### src/rtl/connect4_pkg.sv
// Purpose : shared types, board geometry and small board helpers for the piece drop path.
// Latency : n/a (types and pure functions only).
// Backpressure: n/a.
package connect4_pkg;

    localparam int ROWS = 6;
    localparam int COLS = 7;

    typedef enum logic [1:0] {
        EMPTY = 2'b00,
        P1    = 2'b01,
        P2    = 2'b10
    } cell_t;

    // Row 0 is the top of the board, row ROWS-1 the bottom; each cell holds a piece code.
    typedef logic [0:ROWS-1][0:COLS-1][1:0] board_t;

    typedef enum logic [2:0] {
        IDLE,
        CHECK,
        FALL,
        PLACE,
        DONE,
        ERR
    } drop_state_t;

    // Reads one cell; coordinates off the board read as EMPTY so callers never index out of range.
    function automatic logic [1:0] cell_at(board_t b, logic [2:0] row, logic [2:0] col);
        logic [1:0] v;
        v = EMPTY;
        if ((row < 3'(ROWS)) && (col < 3'(COLS))) begin
            v = b[row][col];
        end
        return v;
    endfunction

    function automatic logic is_player(logic [1:0] p);
        return (p == P1) || (p == P2);
    endfunction

    // The board is full exactly when every top-row cell is occupied.
    function automatic logic top_row_full(board_t b);
        logic full;
        full = 1'b1;
        for (int c = 0; c < COLS; c++) begin
            if (b[0][c] == EMPTY) begin
                full = 1'b0;
            end
        end
        return full;
    endfunction

endpackage

### src/rtl/piece_drop_controller_if.sv
// Purpose : groups the move request, board and status signals of the piece drop controller.
// Latency : n/a (wiring only).
// Backpressure: requests are only taken while busy is low; nothing is queued.
// Ports   : master = move source / observer (drives start, col, player, clear);
//           slave  = controller (drives board, status, animation and placement outputs).
interface piece_drop_controller_if;
    import connect4_pkg::*;

    logic       start;
    logic [2:0] col;
    logic [1:0] player;
    logic       clear;

    board_t     board;
    logic       busy;
    logic       done;
    logic       error;
    logic [2:0] placed_row;
    logic [2:0] placed_col;
    logic       anim_active;
    logic [2:0] anim_row;
    logic       board_full;

    modport master (
        output start, col, player, clear,
        input  board, busy, done, error, placed_row, placed_col,
               anim_active, anim_row, board_full
    );

    modport slave (
        input  start, col, player, clear,
        output board, busy, done, error, placed_row, placed_col,
               anim_active, anim_row, board_full
    );

endinterface

### src/rtl/fall_timer.sv
// Purpose : paces the falling piece; tick pulses once every FALL_TICKS enabled cycles.
// Latency : tick is combinational on the last count of each row period.
// Backpressure: none; clr holds the count at zero, en advances it.
// Ports   : clk, rst (async active-low), clr (sync restart), en (count), tick (row period elapsed).
module fall_timer #(
    parameter int FALL_TICKS = 1
) (
    input  logic clk,
    input  logic rst,
    input  logic clr,
    input  logic en,
    output logic tick
);

    localparam int             CW   = (FALL_TICKS > 1) ? $clog2(FALL_TICKS) : 1;
    localparam logic [CW-1:0]  LAST = CW'(FALL_TICKS - 1);

    logic [CW-1:0] cnt;

    assign tick = en && (cnt == LAST);

    // Wraps to zero on its own at the end of each period, so the next row starts a fresh count.
    always_ff @(posedge clk or negedge rst) begin
        if (!rst) begin
            cnt <= '0;
        end else if (clr) begin
            cnt <= '0;
        end else if (en) begin
            cnt <= (cnt == LAST) ? '0 : cnt + 1'b1;
        end
    end

endmodule

### src/rtl/piece_drop_controller.sv
// Purpose : owns the 6x7 board, accepts one drop at a time, animates its fall and writes it.
// Latency : done pulses (r+1)*FALL_TICKS+3 sample cycles after the accepting edge (r = landing row).
// Backpressure: start/clear are only honoured while idle; anything arriving while busy is dropped.
// Ports   : clk, rst (async active-low), bus (slave side of piece_drop_controller_if).
module piece_drop_controller
    import connect4_pkg::*;
#(
    parameter int FALL_TICKS = 1
) (
    input  logic                    clk,
    input  logic                    rst,
    piece_drop_controller_if.slave  bus
);

    drop_state_t state_q, state_d;
    logic [2:0]  col_q, col_d;
    logic [1:0]  player_q, player_d;
    logic [2:0]  anim_row_q, anim_row_d;
    logic [2:0]  placed_row_q, placed_row_d;
    logic [2:0]  placed_col_q, placed_col_d;
    board_t      board_q, board_d;

    logic        tmr_clr;
    logic        tmr_en;
    logic        tick;

    fall_timer #(
        .FALL_TICKS (FALL_TICKS)
    ) u_fall_timer (
        .clk  (clk),
        .rst  (rst),
        .clr  (tmr_clr),
        .en   (tmr_en),
        .tick (tick)
    );

    always_ff @(posedge clk or negedge rst) begin
        if (!rst) begin
            state_q      <= IDLE;
            col_q        <= '0;
            player_q     <= '0;
            anim_row_q   <= '0;
            placed_row_q <= '0;
            placed_col_q <= '0;
            board_q      <= '0;
        end else begin
            state_q      <= state_d;
            col_q        <= col_d;
            player_q     <= player_d;
            anim_row_q   <= anim_row_d;
            placed_row_q <= placed_row_d;
            placed_col_q <= placed_col_d;
            board_q      <= board_d;
        end
    end

    always_comb begin
        state_d      = state_q;
        col_d        = col_q;
        player_d     = player_q;
        anim_row_d   = anim_row_q;
        placed_row_d = placed_row_q;
        placed_col_d = placed_col_q;
        board_d      = board_q;
        tmr_clr      = 1'b1;
        tmr_en       = 1'b0;

        case (state_q)
            IDLE: begin
                // A drop request takes priority over a clear arriving in the same cycle.
                if (bus.start) begin
                    col_d    = bus.col;
                    player_d = bus.player;
                    state_d  = CHECK;
                end else if (bus.clear) begin
                    board_d = '0;
                end
            end

            CHECK: begin
                if ((col_q > 3'd6) || !is_player(player_q) ||
                    (cell_at(board_q, 3'd0, col_q) != EMPTY)) begin
                    state_d = ERR;
                end else begin
                    anim_row_d = '0;
                    state_d    = FALL;
                end
            end

            FALL: begin
                tmr_clr = 1'b0;
                tmr_en  = 1'b1;
                // At the end of each row period, stop on the floor or on top of a piece,
                // otherwise move down one row.
                if (tick) begin
                    if ((anim_row_q == 3'd5) ||
                        (cell_at(board_q, anim_row_q + 3'd1, col_q) != EMPTY)) begin
                        state_d = PLACE;
                    end else begin
                        anim_row_d = anim_row_q + 3'd1;
                    end
                end
            end

            PLACE: begin
                board_d[anim_row_q][col_q] = player_q;
                placed_row_d               = anim_row_q;
                placed_col_d               = col_q;
                state_d                    = DONE;
            end

            DONE: begin
                state_d = IDLE;
            end

            ERR: begin
                state_d = IDLE;
            end

            default: begin
                state_d = IDLE;
            end
        endcase
    end

    assign bus.board       = board_q;
    assign bus.busy        = (state_q != IDLE);
    assign bus.done        = (state_q == DONE);
    assign bus.error       = (state_q == ERR);
    assign bus.anim_active = (state_q == FALL);
    assign bus.anim_row    = anim_row_q;
    assign bus.placed_row  = placed_row_q;
    assign bus.placed_col  = placed_col_q;
    assign bus.board_full  = top_row_full(board_q);

endmodule

### src/flat_wrapper.sv
// flat-port wrapper written by rule: the top's interface ports become plain ports
module piece_drop_controller_flat import connect4_pkg::*;
#(
    parameter int FALL_TICKS = 1
)
  (clk, rst, bus_start, bus_col, bus_player, bus_clear, bus_board, bus_busy, bus_done, bus_error, bus_placed_row, bus_placed_col, bus_anim_active, bus_anim_row, bus_board_full);
  piece_drop_controller_if bus_i ();
  input  logic clk;
  input  logic rst;
  input wire logic [$bits(bus_i.start)-1:0] bus_start;
  input wire logic [$bits(bus_i.col)-1:0] bus_col;
  input wire logic [$bits(bus_i.player)-1:0] bus_player;
  input wire logic [$bits(bus_i.clear)-1:0] bus_clear;
  output wire logic [$bits(bus_i.board)-1:0] bus_board;
  output wire logic [$bits(bus_i.busy)-1:0] bus_busy;
  output wire logic [$bits(bus_i.done)-1:0] bus_done;
  output wire logic [$bits(bus_i.error)-1:0] bus_error;
  output wire logic [$bits(bus_i.placed_row)-1:0] bus_placed_row;
  output wire logic [$bits(bus_i.placed_col)-1:0] bus_placed_col;
  output wire logic [$bits(bus_i.anim_active)-1:0] bus_anim_active;
  output wire logic [$bits(bus_i.anim_row)-1:0] bus_anim_row;
  output wire logic [$bits(bus_i.board_full)-1:0] bus_board_full;
  assign bus_i.start = bus_start;
  assign bus_i.col = bus_col;
  assign bus_i.player = bus_player;
  assign bus_i.clear = bus_clear;
  assign bus_board = bus_i.board;
  assign bus_busy = bus_i.busy;
  assign bus_done = bus_i.done;
  assign bus_error = bus_i.error;
  assign bus_placed_row = bus_i.placed_row;
  assign bus_placed_col = bus_i.placed_col;
  assign bus_anim_active = bus_i.anim_active;
  assign bus_anim_row = bus_i.anim_row;
  assign bus_board_full = bus_i.board_full;
  piece_drop_controller #(.FALL_TICKS(FALL_TICKS)) u_core (.clk(clk), .rst(rst), .bus(bus_i));
endmodule
### config.mk
export PLATFORM = sky130hd
export DESIGN_NAME = piece_drop_controller_flat
export DESIGN_NICKNAME = d
export VERILOG_FILES = /design/src/rtl/connect4_pkg.sv /design/src/rtl/piece_drop_controller_if.sv /design/src/rtl/fall_timer.sv /design/src/rtl/piece_drop_controller.sv /design/src/flat_wrapper.sv
export SDC_FILE = /design/constraint.sdc
export NUM_CORES = 1
export LEC_CHECK = 0
export CAP_MARGIN = 0
export CORE_MARGIN = 2
export CORE_UTILIZATION = 40
export CTS_CLUSTER_SIZE = 20
export DETAILED_ROUTE_END_ITERATION = 8
export GPL_TIMING_DRIVEN = 0
export PLACE_DENSITY = 0.61
export SLEW_MARGIN = 25
export SYNTH_ARGS = -nofsm -noshare
export SYNTH_HDL_FRONTEND = slang
export SYNTH_SLANG_ARGS = --single-unit
export TNS_END_PERCENT = 50
### constraint.sdc
create_clock -name clk -period 6.1 [get_ports clk]
set_input_delay 1.83 -clock clk [delete_from_list [all_inputs] [get_ports clk]]
set_output_delay 1.83 -clock clk [all_outputs]
set_load 0.05 [all_outputs]
==> qor.yml <==
run_status:
  status: "completed"
logic_synthesis:
  synth_area_leaders: "dfrtp_1 49%, o21ai_0 13%, nand2_1 12%"
  syn_area_mm2: 0.00518
  synth.most_common_cell: "nand2_1"
  ys_ff_latch: 101
  synth_cells: 579
  synth_warnings: 0
  synth_area_per_cell_um2: 8.96
  syn_nets: 590
  yosys.area.top_type: "dfrtp_1"
  synthTopCellsByCount: "159 x nand2_1, 137 x o21ai_0, 101 x dfrtp_1"
  synth_edf_count: 0
  synthArstFlopShare: 1.00
  yosysSeqAreaShare: 0.487
  synth_top_cell_area_share: 0.487
  synthFlopType: "dfrtp_1"
  ys_types: 50
pwr:
  power.leakage_uw: 0.00272
  clkPwrFrac: 0.248
  powerDensity_mw_per_mm2: 361
  swShare: 0.434
  internal_power_uw: 1390
  pwr-share-comb: 0.429
  seq_power_share: 0.323
  finalPower_uw: 2460
  power_switching_uw: 1070
  ir_worst_vdd_v: 0.000172
clock_network:
  clk_pin_slew_worst_paths_ps: 70
  ctsLongestPathBuffers: 2
  root_buffer: "clkbuf_16"
  clkLatencyLatePin_ps: 350
  htree_levels: 3
  cts_setup_buffers: 0
  cts_made_buffers: 9
  tritoncts: "done"
  cts.repair.resized: 0
  hold_buffers: 0
  cts_num_sinks: 101
hold_path:
  min_path_type: "reg -> reg"
  hp-start: "u_core.bus.placed_row[2]"
  hold-path-cell-count: 2
  whs_endpoint: "u_core.bus.placed_row[2]"
timing:
  fin_setup_tns_ps: 0
  rsz0062_at_grt: "false"
  max_freq_mhz: 238
  slew-limit-headroom: 0.494
  setup_viol: 0
  slew_violations: 0
  finalHoldViolCount: 0
  fin_crit_sh: 0.688
  tightest_slew_ps: 759
  fin_skew_ps: 7.78
  fin_crit_ps: 4200
setup_path:
  cpPeakStageDelay_ps: 880
  crit_type: "reg -> out"
  worst_r2r_path_depth: 9
  cp_max_fo: 5
  cp_cell_sequence: "nor2_1 -> nor4_1 -> nor4b_1 -> clkdlybuf4s50_1"
  start_kind: "register"
  r2r_start: "u_core.bus.anim_row[0]"
  endpoint_kind: "output pin"
  rr_endpoint: "u_core.bus.anim_row[1]"
  cp.arrival_ps: 2370
  critPathRequiredTime_ps: 4270
  rrSetupSlack_ps: 3110
  cp_slowest_cell: "clkdlybuf4s50_1"
routing:
  viasPerCell: 5.78
  drt_wl_total_mm: 18.2
  first_iter_violations: 629
  vias: 5053
  drc: 0
  dr.pass1.iters: 5
  wire_per_inst_um: 20.8
  ant_nets: 0
grt:
  grt-busiest-layer: "met2"
  grt_util_met3: 0.0499
  grt_pass1_wl_mm: 28.1
  grtUsageMet2: 0.408
  grt_pass1_vias: 4904
  grt_start_max_net_pins: 57
  grt.met1_usage: 0.373
  antenna_found_initial: 0
  overflow: 0
  grt_use_total: 0.263
cells_and_area:
  drive_gt1_frac: 0.0897
  syn_to_final_growth_pct: 31.2
  fin_nets: 708
  num_antenna_cells: 0
  final_util: 0.539
placement:
  port_buffers: 106
  place.gp.congestion: 0.904
  dp.final_hpwl_mm: 13.2
floorplan:
  dieHeight_um: 118
  core_mm2: 0.0126
  start_util: 0.411
  die_area_mm2: 0.0139
  die_w_um: 118
  ios: 107
  rows: 41
run:
  maxCapViolCount: 0
## logic make-up after synthesis
group / after synthesis / share of synthesized area
multiplexers: 34 / 0.0886
buffers and inverters: 39 / 0.0372
adder cells (fa/ha/maj): 2 / 0.00483
flip-flops: 101 / 0.487
XOR/XNOR: 2 / 0.00338
AO/OA/AOI/OAI: 170 / 0.180
AND/OR/NAND/NOR: 231 / 0.199
## through the flow
step	hold slack (ps)	std cells	setup WS [ps]	cell area [um^2]
after floorplan	517	579	1640	5180
after global placement	462	857	-611	6460
after detailed placement	464	858	2240	6490
after CTS	480	874	1910	6800
after global routing	499	874	1850	6800
final	472	874	1900	6800
## critical path, delay by kind of cell (launching register included)
kind / cells / cell delay (ps)
and+or+nand+nor: 3 / 710
buffers and inverters: 1 / 880
DFF: 1 / 420
## worst max path at each step
stage | from | to | slack [ps] | cells after the start
final | u_core.bus.board[72] | bus_board_full | 1900 | 4
after CTS | u_core.bus.board[72] | bus_board_full | 1910 | 4
after global routing | u_core.bus.board[72] | bus_board_full | 1850 | 4
after global placement | rst | u_core.bus.board[68] | -610 | 1
after detailed placement | bus_start | u_core.bus.board[60] | 2240 | 8
after floorplan | u_core.bus.board[72] | bus_board_full | 1640 | 3
## placed cells by master (no fill, tap or decap), types with 3 or more instances in the layout
cell and instances:
nand2_1 159, o21ai_0 137, clkdlybuf4s50_1 105, dfrtp_1 101
clkbuf_1 24, mux2_2 22, nor2_1 19, nand4_1 10
clkbuf_16 9, o22ai_1 7, nand3_1 7, mux4_2 6
or2_0 6, buf_6 5, buf_2 5, a21oi_1 5
mux2i_1 5, nand2b_1 4, or3_1 4, inv_1 4
nor3b_1 4, nor2b_1 4, nor4b_1 3, o221ai_1 3
clkbuf_8 3
## layout make-up
type	instances	area [um^2]
Tap cell	172	215
Buffer	34	171
Clock inverter	3	42.5
Fill cell	1224	5820
Inverter	5	21.3
Timing Repair Buffer	107	1090
Clock buffer	13	270
Sequential cell	101	2530
Multi-Input combinational cell	439	2460
## metal layers
metal  share of wire  wire length (um)  up-vias
li1                -                 -     2264
met1            0.44              7980     2487
met2            0.46              8320      264
met3           0.076              1390       38
met4           0.028               508        0
met5               0                 0        -
## state kept, by name, indices dropped and copies added, names as in the netlist
name                   count
u_core.bus.board          84
u_core.state_q             3
u_core.col_q               3
u_core.bus.anim_row        3
u_core.player_q            2
u_core.bus.placed_row      3
u_core.bus.placed_col      3
## power groups by stage
stage	registers [uW]	clock network, uW	logic [uW]
floorplan	879	0	598
global placement	801	0	1020
finish	792	610	1050
detailed placement	802	0	1030
CTS	791	609	1040
global route	800	643	1130
No activity file was read; power rests on OpenSTA's default activity.
